## src/rtl/mem_ref_unit_if.sv

```systemverilog
// Instruction-issue, memory-handshake and architectural-state bundle for mem_ref_unit.
// The master modport is the instruction unit; the slave modport is the issuer/memory side.
interface mem_ref_unit_if #(
  parameter int DWIDTH = 16,
  parameter int AWIDTH = 12
);
  logic              i_start;
  logic [2:0]        i_opcode;
  logic              i_ind;
  logic [AWIDTH-1:0] i_addr;
  logic              i_pc_load;
  logic [AWIDTH-1:0] i_pc_val;

  logic              o_mem_req;
  logic              o_mem_we;
  logic [AWIDTH-1:0] o_mem_addr;
  logic [DWIDTH-1:0] o_mem_wdata;
  logic              i_mem_ack;
  logic [DWIDTH-1:0] i_mem_rdata;

  logic [DWIDTH-1:0] o_ac;
  logic              o_e;
  logic [AWIDTH-1:0] o_pc;
  logic              o_busy;
  logic              o_done;

  modport master (
    input  i_start, i_opcode, i_ind, i_addr, i_pc_load, i_pc_val,
    input  i_mem_ack, i_mem_rdata,
    output o_mem_req, o_mem_we, o_mem_addr, o_mem_wdata,
    output o_ac, o_e, o_pc, o_busy, o_done
  );

  modport slave (
    output i_start, i_opcode, i_ind, i_addr, i_pc_load, i_pc_val,
    output i_mem_ack, i_mem_rdata,
    input  o_mem_req, o_mem_we, o_mem_addr, o_mem_wdata,
    input  o_ac, o_e, o_pc, o_busy, o_done
  );
endinterface

```

## src/rtl/mem_ref_unit.sv

```systemverilog
// Memory-reference instruction unit (AND/ADD/LDA/STA/BUN/BSA/ISZ) of a basic accumulator
// machine: optional indirect address fetch, operand read, execute and write-back over a req/ack bus.
module mem_ref_unit #(
  parameter int DWIDTH = 16,
  parameter int AWIDTH = 12
) (
  input  logic          clk,
  input  logic          i_clr_reg,
  mem_ref_unit_if.master bus
);

  typedef enum logic [2:0] {
    IDLE  = 3'd0,
    IND   = 3'd1,
    READ  = 3'd2,
    EXEC  = 3'd3,
    WRITE = 3'd4,
    DONE  = 3'd5
  } state_t;

  localparam logic [2:0] OP_AND = 3'd0;
  localparam logic [2:0] OP_ADD = 3'd1;
  localparam logic [2:0] OP_LDA = 3'd2;
  localparam logic [2:0] OP_STA = 3'd3;
  localparam logic [2:0] OP_BUN = 3'd4;
  localparam logic [2:0] OP_BSA = 3'd5;
  localparam logic [2:0] OP_ISZ = 3'd6;
  localparam logic [2:0] OP_RSV = 3'd7;

  localparam logic [DWIDTH-1:0] D_ONE = DWIDTH'(1);
  localparam logic [AWIDTH-1:0] A_ONE = AWIDTH'(1);

  state_t            state_reg;
  logic [2:0]        opcode_reg;
  logic [AWIDTH-1:0] ar_reg;
  logic [AWIDTH-1:0] pc_reg;
  logic [DWIDTH-1:0] ac_reg;
  logic [DWIDTH-1:0] dr_reg;
  logic              e_reg;
  logic              req_reg;
  logic              we_reg;
  logic [AWIDTH-1:0] addr_reg;
  logic [DWIDTH-1:0] wdata_reg;
  logic              busy_reg;
  logic              done_reg;

  logic [2:0]        op_sel;
  state_t            first_state;
  logic              first_req;
  logic              first_we;
  logic [DWIDTH-1:0] first_wdata;
  logic [DWIDTH:0]   add_sum;
  logic [DWIDTH-1:0] dr_inc;
  logic              ack_take;
  logic [AWIDTH-1:0] ind_addr;

  // First state after the address is resolved; in IDLE the opcode comes straight from the port.
  always_comb begin
    op_sel      = (state_reg == IDLE) ? bus.i_opcode : opcode_reg;
    first_state = DONE;
    first_we    = 1'b0;
    first_wdata = wdata_reg;
    case (op_sel)
      OP_AND, OP_ADD, OP_LDA, OP_ISZ: first_state = READ;
      OP_STA: begin
        first_state = WRITE;
        first_we    = 1'b1;
        first_wdata = ac_reg;
      end
      OP_BSA: begin
        first_state = WRITE;
        first_we    = 1'b1;
        first_wdata = DWIDTH'(pc_reg);
      end
      OP_BUN:  first_state = EXEC;
      default: first_state = DONE;
    endcase
    first_req = (first_state == READ) || (first_state == WRITE);
  end

  assign add_sum  = {1'b0, ac_reg} + {1'b0, dr_reg};
  assign dr_inc   = dr_reg + D_ONE;
  assign ack_take = req_reg && bus.i_mem_ack;
  assign ind_addr = bus.i_mem_rdata[AWIDTH-1:0];

  always_ff @(posedge clk or posedge i_clr_reg) begin
    if (i_clr_reg) begin
      state_reg  <= IDLE;
      opcode_reg <= 3'd0;
      ar_reg     <= '0;
      pc_reg     <= '0;
      ac_reg     <= '0;
      dr_reg     <= '0;
      e_reg      <= 1'b0;
      req_reg    <= 1'b0;
      we_reg     <= 1'b0;
      addr_reg   <= '0;
      wdata_reg  <= '0;
      busy_reg   <= 1'b0;
      done_reg   <= 1'b0;
    end else begin
      case (state_reg)
        IDLE: begin
          done_reg <= 1'b0;
          if (bus.i_pc_load) begin
            pc_reg <= bus.i_pc_val;
          end else if (bus.i_start) begin
            opcode_reg <= bus.i_opcode;
            ar_reg     <= bus.i_addr;
            addr_reg   <= bus.i_addr;
            busy_reg   <= 1'b1;
            // The reserved opcode never touches memory, so it also skips the indirect fetch.
            if (bus.i_ind && bus.i_opcode != OP_RSV) begin
              state_reg <= IND;
              req_reg   <= 1'b1;
              we_reg    <= 1'b0;
            end else begin
              state_reg <= first_state;
              req_reg   <= first_req;
              we_reg    <= first_we;
              wdata_reg <= first_wdata;
              done_reg  <= (first_state == DONE);
            end
          end
        end

        IND: begin
          if (ack_take) begin
            ar_reg    <= ind_addr;
            addr_reg  <= ind_addr;
            state_reg <= first_state;
            req_reg   <= first_req;
            we_reg    <= first_we;
            wdata_reg <= first_wdata;
            done_reg  <= (first_state == DONE);
          end
        end

        READ: begin
          if (ack_take) begin
            dr_reg    <= bus.i_mem_rdata;
            req_reg   <= 1'b0;
            state_reg <= EXEC;
          end
        end

        EXEC: begin
          case (opcode_reg)
            OP_AND:  ac_reg <= ac_reg & dr_reg;
            OP_ADD:  {e_reg, ac_reg} <= add_sum;
            OP_LDA:  ac_reg <= dr_reg;
            OP_BUN:  pc_reg <= ar_reg;
            default: ;
          endcase
          if (opcode_reg == OP_ISZ) begin
            dr_reg    <= dr_inc;
            state_reg <= WRITE;
            req_reg   <= 1'b1;
            we_reg    <= 1'b1;
            addr_reg  <= ar_reg;
            wdata_reg <= dr_inc;
          end else begin
            state_reg <= DONE;
            done_reg  <= 1'b1;
          end
        end

        WRITE: begin
          if (ack_take) begin
            req_reg   <= 1'b0;
            we_reg    <= 1'b0;
            state_reg <= DONE;
            done_reg  <= 1'b1;
            if (opcode_reg == OP_BSA) begin
              pc_reg <= ar_reg + A_ONE;
            end else if (opcode_reg == OP_ISZ && wdata_reg == '0) begin
              pc_reg <= pc_reg + A_ONE;
            end
          end
        end

        DONE: begin
          state_reg <= IDLE;
          busy_reg  <= 1'b0;
          done_reg  <= 1'b0;
        end

        default: begin
          state_reg <= IDLE;
          req_reg   <= 1'b0;
          we_reg    <= 1'b0;
          busy_reg  <= 1'b0;
          done_reg  <= 1'b0;
        end
      endcase
    end
  end

  assign bus.o_mem_req   = req_reg;
  assign bus.o_mem_we    = we_reg;
  assign bus.o_mem_addr  = addr_reg;
  assign bus.o_mem_wdata = wdata_reg;
  assign bus.o_ac        = ac_reg;
  assign bus.o_e         = e_reg;
  assign bus.o_pc        = pc_reg;
  assign bus.o_busy      = busy_reg;
  assign bus.o_done      = done_reg;

endmodule

```

## src/flat_wrapper.sv

```systemverilog
// flat-port wrapper written by rule: the top's interface ports become plain ports
module mem_ref_unit_flat 
#(
  parameter int DWIDTH = 16,
  parameter int AWIDTH = 12
)
  (clk, i_clr_reg, bus_i_start, bus_i_opcode, bus_i_ind, bus_i_addr, bus_i_pc_load, bus_i_pc_val, bus_i_mem_ack, bus_i_mem_rdata, bus_o_mem_req, bus_o_mem_we, bus_o_mem_addr, bus_o_mem_wdata, bus_o_ac, bus_o_e, bus_o_pc, bus_o_busy, bus_o_done);
  mem_ref_unit_if #(.DWIDTH(DWIDTH), .AWIDTH(AWIDTH)) bus_i ();
  input  logic clk;
  input  logic i_clr_reg;
  input wire logic [$bits(bus_i.i_start)-1:0] bus_i_start;
  input wire logic [$bits(bus_i.i_opcode)-1:0] bus_i_opcode;
  input wire logic [$bits(bus_i.i_ind)-1:0] bus_i_ind;
  input wire logic [$bits(bus_i.i_addr)-1:0] bus_i_addr;
  input wire logic [$bits(bus_i.i_pc_load)-1:0] bus_i_pc_load;
  input wire logic [$bits(bus_i.i_pc_val)-1:0] bus_i_pc_val;
  input wire logic [$bits(bus_i.i_mem_ack)-1:0] bus_i_mem_ack;
  input wire logic [$bits(bus_i.i_mem_rdata)-1:0] bus_i_mem_rdata;
  output wire logic [$bits(bus_i.o_mem_req)-1:0] bus_o_mem_req;
  output wire logic [$bits(bus_i.o_mem_we)-1:0] bus_o_mem_we;
  output wire logic [$bits(bus_i.o_mem_addr)-1:0] bus_o_mem_addr;
  output wire logic [$bits(bus_i.o_mem_wdata)-1:0] bus_o_mem_wdata;
  output wire logic [$bits(bus_i.o_ac)-1:0] bus_o_ac;
  output wire logic [$bits(bus_i.o_e)-1:0] bus_o_e;
  output wire logic [$bits(bus_i.o_pc)-1:0] bus_o_pc;
  output wire logic [$bits(bus_i.o_busy)-1:0] bus_o_busy;
  output wire logic [$bits(bus_i.o_done)-1:0] bus_o_done;
  assign bus_i.i_start = bus_i_start;
  assign bus_i.i_opcode = bus_i_opcode;
  assign bus_i.i_ind = bus_i_ind;
  assign bus_i.i_addr = bus_i_addr;
  assign bus_i.i_pc_load = bus_i_pc_load;
  assign bus_i.i_pc_val = bus_i_pc_val;
  assign bus_i.i_mem_ack = bus_i_mem_ack;
  assign bus_i.i_mem_rdata = bus_i_mem_rdata;
  assign bus_o_mem_req = bus_i.o_mem_req;
  assign bus_o_mem_we = bus_i.o_mem_we;
  assign bus_o_mem_addr = bus_i.o_mem_addr;
  assign bus_o_mem_wdata = bus_i.o_mem_wdata;
  assign bus_o_ac = bus_i.o_ac;
  assign bus_o_e = bus_i.o_e;
  assign bus_o_pc = bus_i.o_pc;
  assign bus_o_busy = bus_i.o_busy;
  assign bus_o_done = bus_i.o_done;
  mem_ref_unit #(.DWIDTH(DWIDTH), .AWIDTH(AWIDTH)) u_core (.clk(clk), .i_clr_reg(i_clr_reg), .bus(bus_i));
endmodule
```

## config.mk

```make
export PLATFORM = sky130hd
export DESIGN_NAME = mem_ref_unit_flat
export DESIGN_NICKNAME = d
export VERILOG_FILES = /design/src/rtl/mem_ref_unit_if.sv /design/src/rtl/mem_ref_unit.sv /design/src/flat_wrapper.sv
export SDC_FILE = /design/constraint.sdc
export NUM_CORES = 1
export LEC_CHECK = 0
export ABC_CLOCK_PERIOD_IN_PS = 7000
export CAP_MARGIN = 20
export CORE_UTILIZATION = 40
export CTS_CLUSTER_DIAMETER = 120
export DETAILED_ROUTE_END_ITERATION = 10
export PLACE_DENSITY = 0.59
export SLEW_MARGIN = 20
export SYNTH_ARGS = -nofsm -noshare
export SYNTH_HDL_FRONTEND = slang
export SYNTH_SLANG_ARGS = --single-unit
export TNS_END_PERCENT = 50
```

## constraint.sdc

```tcl
create_clock -name clk -period 7 [get_ports clk]
set_clock_uncertainty 0.1 [all_clocks]
set_input_delay 1.4 -clock clk [delete_from_list [all_inputs] [get_ports clk]]
set_output_delay 1.4 -clock clk [all_outputs]
set_load 0.05 [all_outputs]
```

* Word level (Yosys, flattened, before mapping)
Index checks and enable logic that the tools add are counted.
** Word-level totals
- Bits of input ports :: 49
- Register bits :: 95
- Logic and storage cells :: 141
- Output and inout port bits :: 61
** Operators by class
- Bitwise logic cells :: 6
- Equal/unequal tests :: 32
- Reduce and logical (&&, ||, !) cells :: 31
- $add $sub $neg :: 4
- Mux-type cells :: 55
** Operators with widths (count)
- $mux W12 :: 9
- $mux W16 :: 6
- $pmux W16 S3 :: 2
- $pmux W12 S3 :: 2
- $pmux W16 S2 :: 2
- $eq A3 B3 Y1 const B :: 10
- $add A12 B1 Y12 const B :: 2
- $pmux W12 S2 :: 1
- $mux W3 :: 7
- $mux W1 :: 20
- $eq A3 B2 Y1 const B :: 6
- $reduce_and A6 Y1 :: 3
- $add A16 B16 Y17 :: 1
- $add A16 B1 Y16 const B :: 1
- $and A16 B16 Y16 :: 1
- $logic_not A16 Y1 :: 1
- $pmux W1 S5 :: 3
- $pmux W3 S5 :: 1
- $reduce_and A5 Y1 :: 3
- $ne A2 B2 Y1 const B :: 6
- $ne A2 B1 Y1 const B :: 5
- $eq A3 B1 Y1 const B :: 3
- $logic_not A3 Y1 :: 3
- $pmux W3 S3 :: 1
- other kinds (13) :: 29

* Depth between registers and ports, before layout
- Depth after elaboration :: 11
- Mapped depth :: 12
- Mapped depth without buffers :: 9

* Worst setup path after synthesis
Ideal clock, no wire load.
- Path type :: input-to-reg
- Start point :: input port bus_i_mem_ack
- End point :: register u_core.wdata_reg[15], in the netlist u_core.bus.o_mem_wdata[15]
- Required time :: 6773 ps
- Path slack :: 4032 ps
- Stages on the path :: 8
- Arrival time :: 2740 ps
- Library setup time :: 127 ps
- Path buffers :: 2
- Cells stage by stage :: nand2_1 -> nor2_1 -> a211oi_1 -> nor3_4 -> and3_1 -> buf_6 -> buf_6 -> mux2_1
** Between the ends
- Cells in the longest elaborated chain, start to end :: 3
** Ends and longest elaborated chain
- start, declared :: line flat_wrapper.sv:17 : input wire logic [$bits(bus_i.i_mem_ack)-1:0] bus_i_mem_ack;
- $logic_and A1 B1 Y1 :: line mem_ref_unit.sv:83 : assign ack_take = req_reg && bus.i_mem_ack;
- $ne A2 B1 Y1 (no line)
- $reduce_and A6 Y1 (no line)
- end signal, assigned :: line mem_ref_unit.sv:121 : wdata_reg <= first_wdata;
- end signal, assigned :: line mem_ref_unit.sv:134 : wdata_reg <= first_wdata;
- end signal, assigned :: line mem_ref_unit.sv:161 : wdata_reg <= dr_inc;
- end, declared :: line mem_ref_unit.sv:43 : logic [DWIDTH-1:0] wdata_reg;
No other way between the ends.
A chain may end at the register's enable or synchronous reset.

* Worst setup path after layout
- Start point :: input port bus_i_start
- End point :: register u_core.wdata_reg[12], in the netlist u_core.bus.o_mem_wdata[12]
** Between the ends
- Cells in the longest elaborated chain, start to end :: 2
** Ends and longest elaborated chain
- start, declared :: line flat_wrapper.sv:11 : input wire logic [$bits(bus_i.i_start)-1:0] bus_i_start;
- $ne A2 B2 Y1 (no line)
- $reduce_and A6 Y1 (no line)
No other way between the ends.

==> results.sh <==
export IMPL_outcome="finished clean"
export IMPL_startpoint_type="primary input"
export IMPL_synth_edf_count=0
export IMPL_p_total_mw=1.13
export IMPL_busiest_layer="met2"
export IMPL_ys_seq_elements=95
export IMPL_syn_nets=860
export IMPL_path_class="in2reg"
export IMPL_crit_fanout=17
export IMPL_hold_violations=0
export IMPL_netlist_area_um2=6950
export IMPL_cpMaxStageDelayCell="and3_1"
export IMPL_dpl_hpwl_um=15700
export IMPL_internal_power_mw=0.861
export IMPL_ant_nets=0
export IMPL_worstPathRequired_ps=7130
export IMPL_insertedDiodeCount=0
export IMPL_initial_core_util=0.414
export IMPL_min_from="u_core.bus.o_mem_addr[6]"
export IMPL_grtUsageTotal=0.242
export IMPL_fillers=1607
export IMPL_fin_setup_tns_ps=0
export IMPL_cts_tree="done"
export IMPL_yosysTopAreaCell="dfrtp_1"
export IMPL_reg2reg_to="u_core.bus.o_pc[10]"
export IMPL_grt_max_degree=64
export IMPL_finalCriticalPeriod_ps=3940
export IMPL_tightestPinTransition_ps=1090
export IMPL_relSlewSlack=0.275
export IMPL_grt_met1_usage=0.350
export IMPL_cts_num_sinks=95
export IMPL_regToRegStartpoint="u_core.state_reg[2]"
export IMPL_ys_top_cells_by_area="dfrtp_1 34%, mux2i_1 6.9%, o21ai_0 4.6%, mux2_2 4.5%, nand2_1 4.5%"
export IMPL_synthCells=792
export IMPL_max_cap_violations=0
export IMPL_setup_viol=0
export IMPL_dr_pass1_iters=5
export IMPL_cp_num_cells=6
export IMPL_crit_end="u_core.bus.o_mem_wdata[12]"
export IMPL_nNetsFinal=936
export IMPL_p_switching_mw=0.269
export IMPL_wl_per_cell_um=19.4
export IMPL_postCtsHoldBufs=0
export IMPL_met3_usage=0.0423
export IMPL_rsz0062_at_grt="no"
export IMPL_synth_ff_type="dfrtp_1"
export IMPL_io_pins=110
export IMPL_min_period_over_period=0.564
export IMPL_finalInstanceArea_um2=8420
export IMPL_cts_max_level=3
export IMPL_synthArstFlopShare=1.00
export IMPL_endpoint_kind="flip-flop"
export IMPL_crit_buf_inv=1
export IMPL_pwr_share_clk=0.461
export IMPL_crit_chain="clkdlybuf4s50_1 -> nor2b_1 -> a211oi_1 -> nor3_4 -> and3_1 -> mux2_2"
export IMPL_place_area_um2=8120
export IMPL_dr_first_iter_drc_count=419
export IMPL_synth_warning_count=0
export IMPL_cts_resized=0
export IMPL_critPathMaxStageDelay_ps=800
export IMPL_dp_cells=1077
export IMPL_synth_seq_area_share=0.342
export IMPL_rows=47
export IMPL_drc=0
export IMPL_synth_top_area_share=0.342
export IMPL_worstHoldPathType="reg2reg"
export IMPL_fp_coreArea_um2=16800
export IMPL_overflow=0
export IMPL_cp_arrival_ps=4080
export IMPL_grt_pass1_vias=5923
export IMPL_ys_top_cells_by_count="95 x dfrtp_1, 83 x nand2_1, 79 x nor2_1"
export IMPL_max_clock_path_buffers=2
export IMPL_vias_per_cell=5.83
export IMPL_cts_root_buf="clkbuf_16"
export IMPL_switching_share=0.238
export IMPL_vias=6377
export IMPL_area_growth_pct=21.2
export IMPL_dieArea_um2=17900
export IMPL_yosysMostFrequentCell="dfrtp_1"
export IMPL_met2_usage=0.368
export IMPL_p_comb_frac=0.054
export IMPL_max_freq_ghz=0.254
export IMPL_rr_worst_depth=6
export IMPL_clk_pin_slew_worst_paths_ps=80
export IMPL_grt_pass1_wl_um=33600
export IMPL_port_buffers=109
export IMPL_antenna_found_initial=0
export IMPL_report_final_slew_viol_count=0
export IMPL_crit_start="bus_i_start"
export IMPL_clk_latency_ps=350
export IMPL_r2r_slack_ps=3350
export IMPL_postRouteWirelength_um=21200
export IMPL_synthDistinctLibCells=71
export IMPL_numCtsBuffers=9
export IMPL_critical_path_top_delay_family="simple AND/OR/NAND/NOR gates"
export IMPL_irDropWorstVdd_v=0.000115
export IMPL_fp_dieH_um=134
export IMPL_final_instance_count_excl_fill=1093
export IMPL_powerDensity_nw_per_um2=134
export IMPL_power_leakage_nw=3.69
export IMPL_drive_gt1_frac=0.0882
export IMPL_post_cts_buffers=0
export IMPL_gp_congestion=0.862
export IMPL_finish_utilization=0.502
export IMPL_seqPwrFrac=0.485
export IMPL_avgSynthCellArea_um2=8.77
export IMPL_chipWidth_um=134
[area by class of cell]
type	count	area (um2)	share of cell area
multi-input combinational	633	4270	0.507
tap	220	275	0.0327
inverter	12	47.5	0.00565
clock buffer	11	233	0.0276
clock inverter	5	65.1	0.00773
sequential	95	2380	0.282
timing repair buffer	117	1150	0.137
[power groups by stage]
stage	clock, mW	combinational (mW)	sequential (mW)
floorplan	0	0.0198	0.559
global placement	0	0.0612	0.559
detailed placement	0	0.0617	0.559
CTS	0.529	0.0619	0.548
global route	0.554	0.0670	0.548
finish	0.520	0.0612	0.548
[logic make-up after synthesis]
| logic type | synth area share |
|---|---|
| xor gates and xnor gates | 0.0492 |
| and+or+nand+nor | 0.171 |
| AOI/OAI and AO/OA | 0.206 |
| DFF | 0.342 |
| buffers and inverters | 0.0441 |
| adders and majority gates | 0.0353 |
| muxes | 0.152 |
[worst min-delay path by stage]
stage,cells past startpoint,slack (ps),endpoint
2_1_floorplan,2,410,u_core.dr_reg[6]
3_3_place_gp,1,390,u_core.bus.o_mem_wdata[8]
3_5_place_dp,1,400,u_core.bus.o_mem_addr[7]
4_1_cts,1,420,u_core.bus.o_mem_wdata[7]
5_1_grt,1,430,u_core.bus.o_mem_addr[6]
6_report,1,410,u_core.bus.o_mem_addr[6]
[metal layers]
metal  share of wire  vias to the layer above
met1            0.47                     3085
met4           0.018                        0
met3           0.065                       23
met2            0.45                      219
met5               0                        -
li1                -                     3050
[placed cells by master, fill, tap and decap left out, types with 4 or more instances in the layout]
cell | Yosys | final
clkdlybuf4s50_1 | 0 | 109
dfrtp_1 | 95 | 95
nand2_1 | 83 | 83
nor2_1 | 79 | 79
o21ai_0 | 64 | 64
a21oi_1 | 59 | 58
mux2i_1 | 48 | 48
mux2_2 | 28 | 28
nand3_1 | 24 | 24
xnor2_1 | 23 | 23
o22ai_1 | 19 | 19
ha_1 | 18 | 18
xor2_1 | 16 | 16
a31oi_1 | 12 | 12
mux2_1 | 11 | 11
a22oi_1 | 10 | 10
a21o_1 | 10 | 10
o31ai_1 | 9 | 9
nor3_1 | 9 | 9
mux2_4 | 9 | 9
clkbuf_16 | 0 | 9
inv_1 | 9 | 8
and3_1 | 8 | 8
nand4_1 | 8 | 8
buf_4 | 1 | 8
a211oi_1 | 7 | 7
a32oi_1 | 6 | 6
nand2b_1 | 5 | 5
or4_1 | 5 | 5
o21a_1 | 5 | 5
o21ai_1 | 4 | 4
[per-stage QoR]
step | setup slack, ps | hold WS, ps
after global routing | 2840 | 427
after global placement | 2760 | 393
after detailed placement | 2670 | 399
final | 3060 | 413
after CTS | 3040 | 417
after floorplan | 3020 | 406
Note: power is estimated with default switching activity, not from simulation.
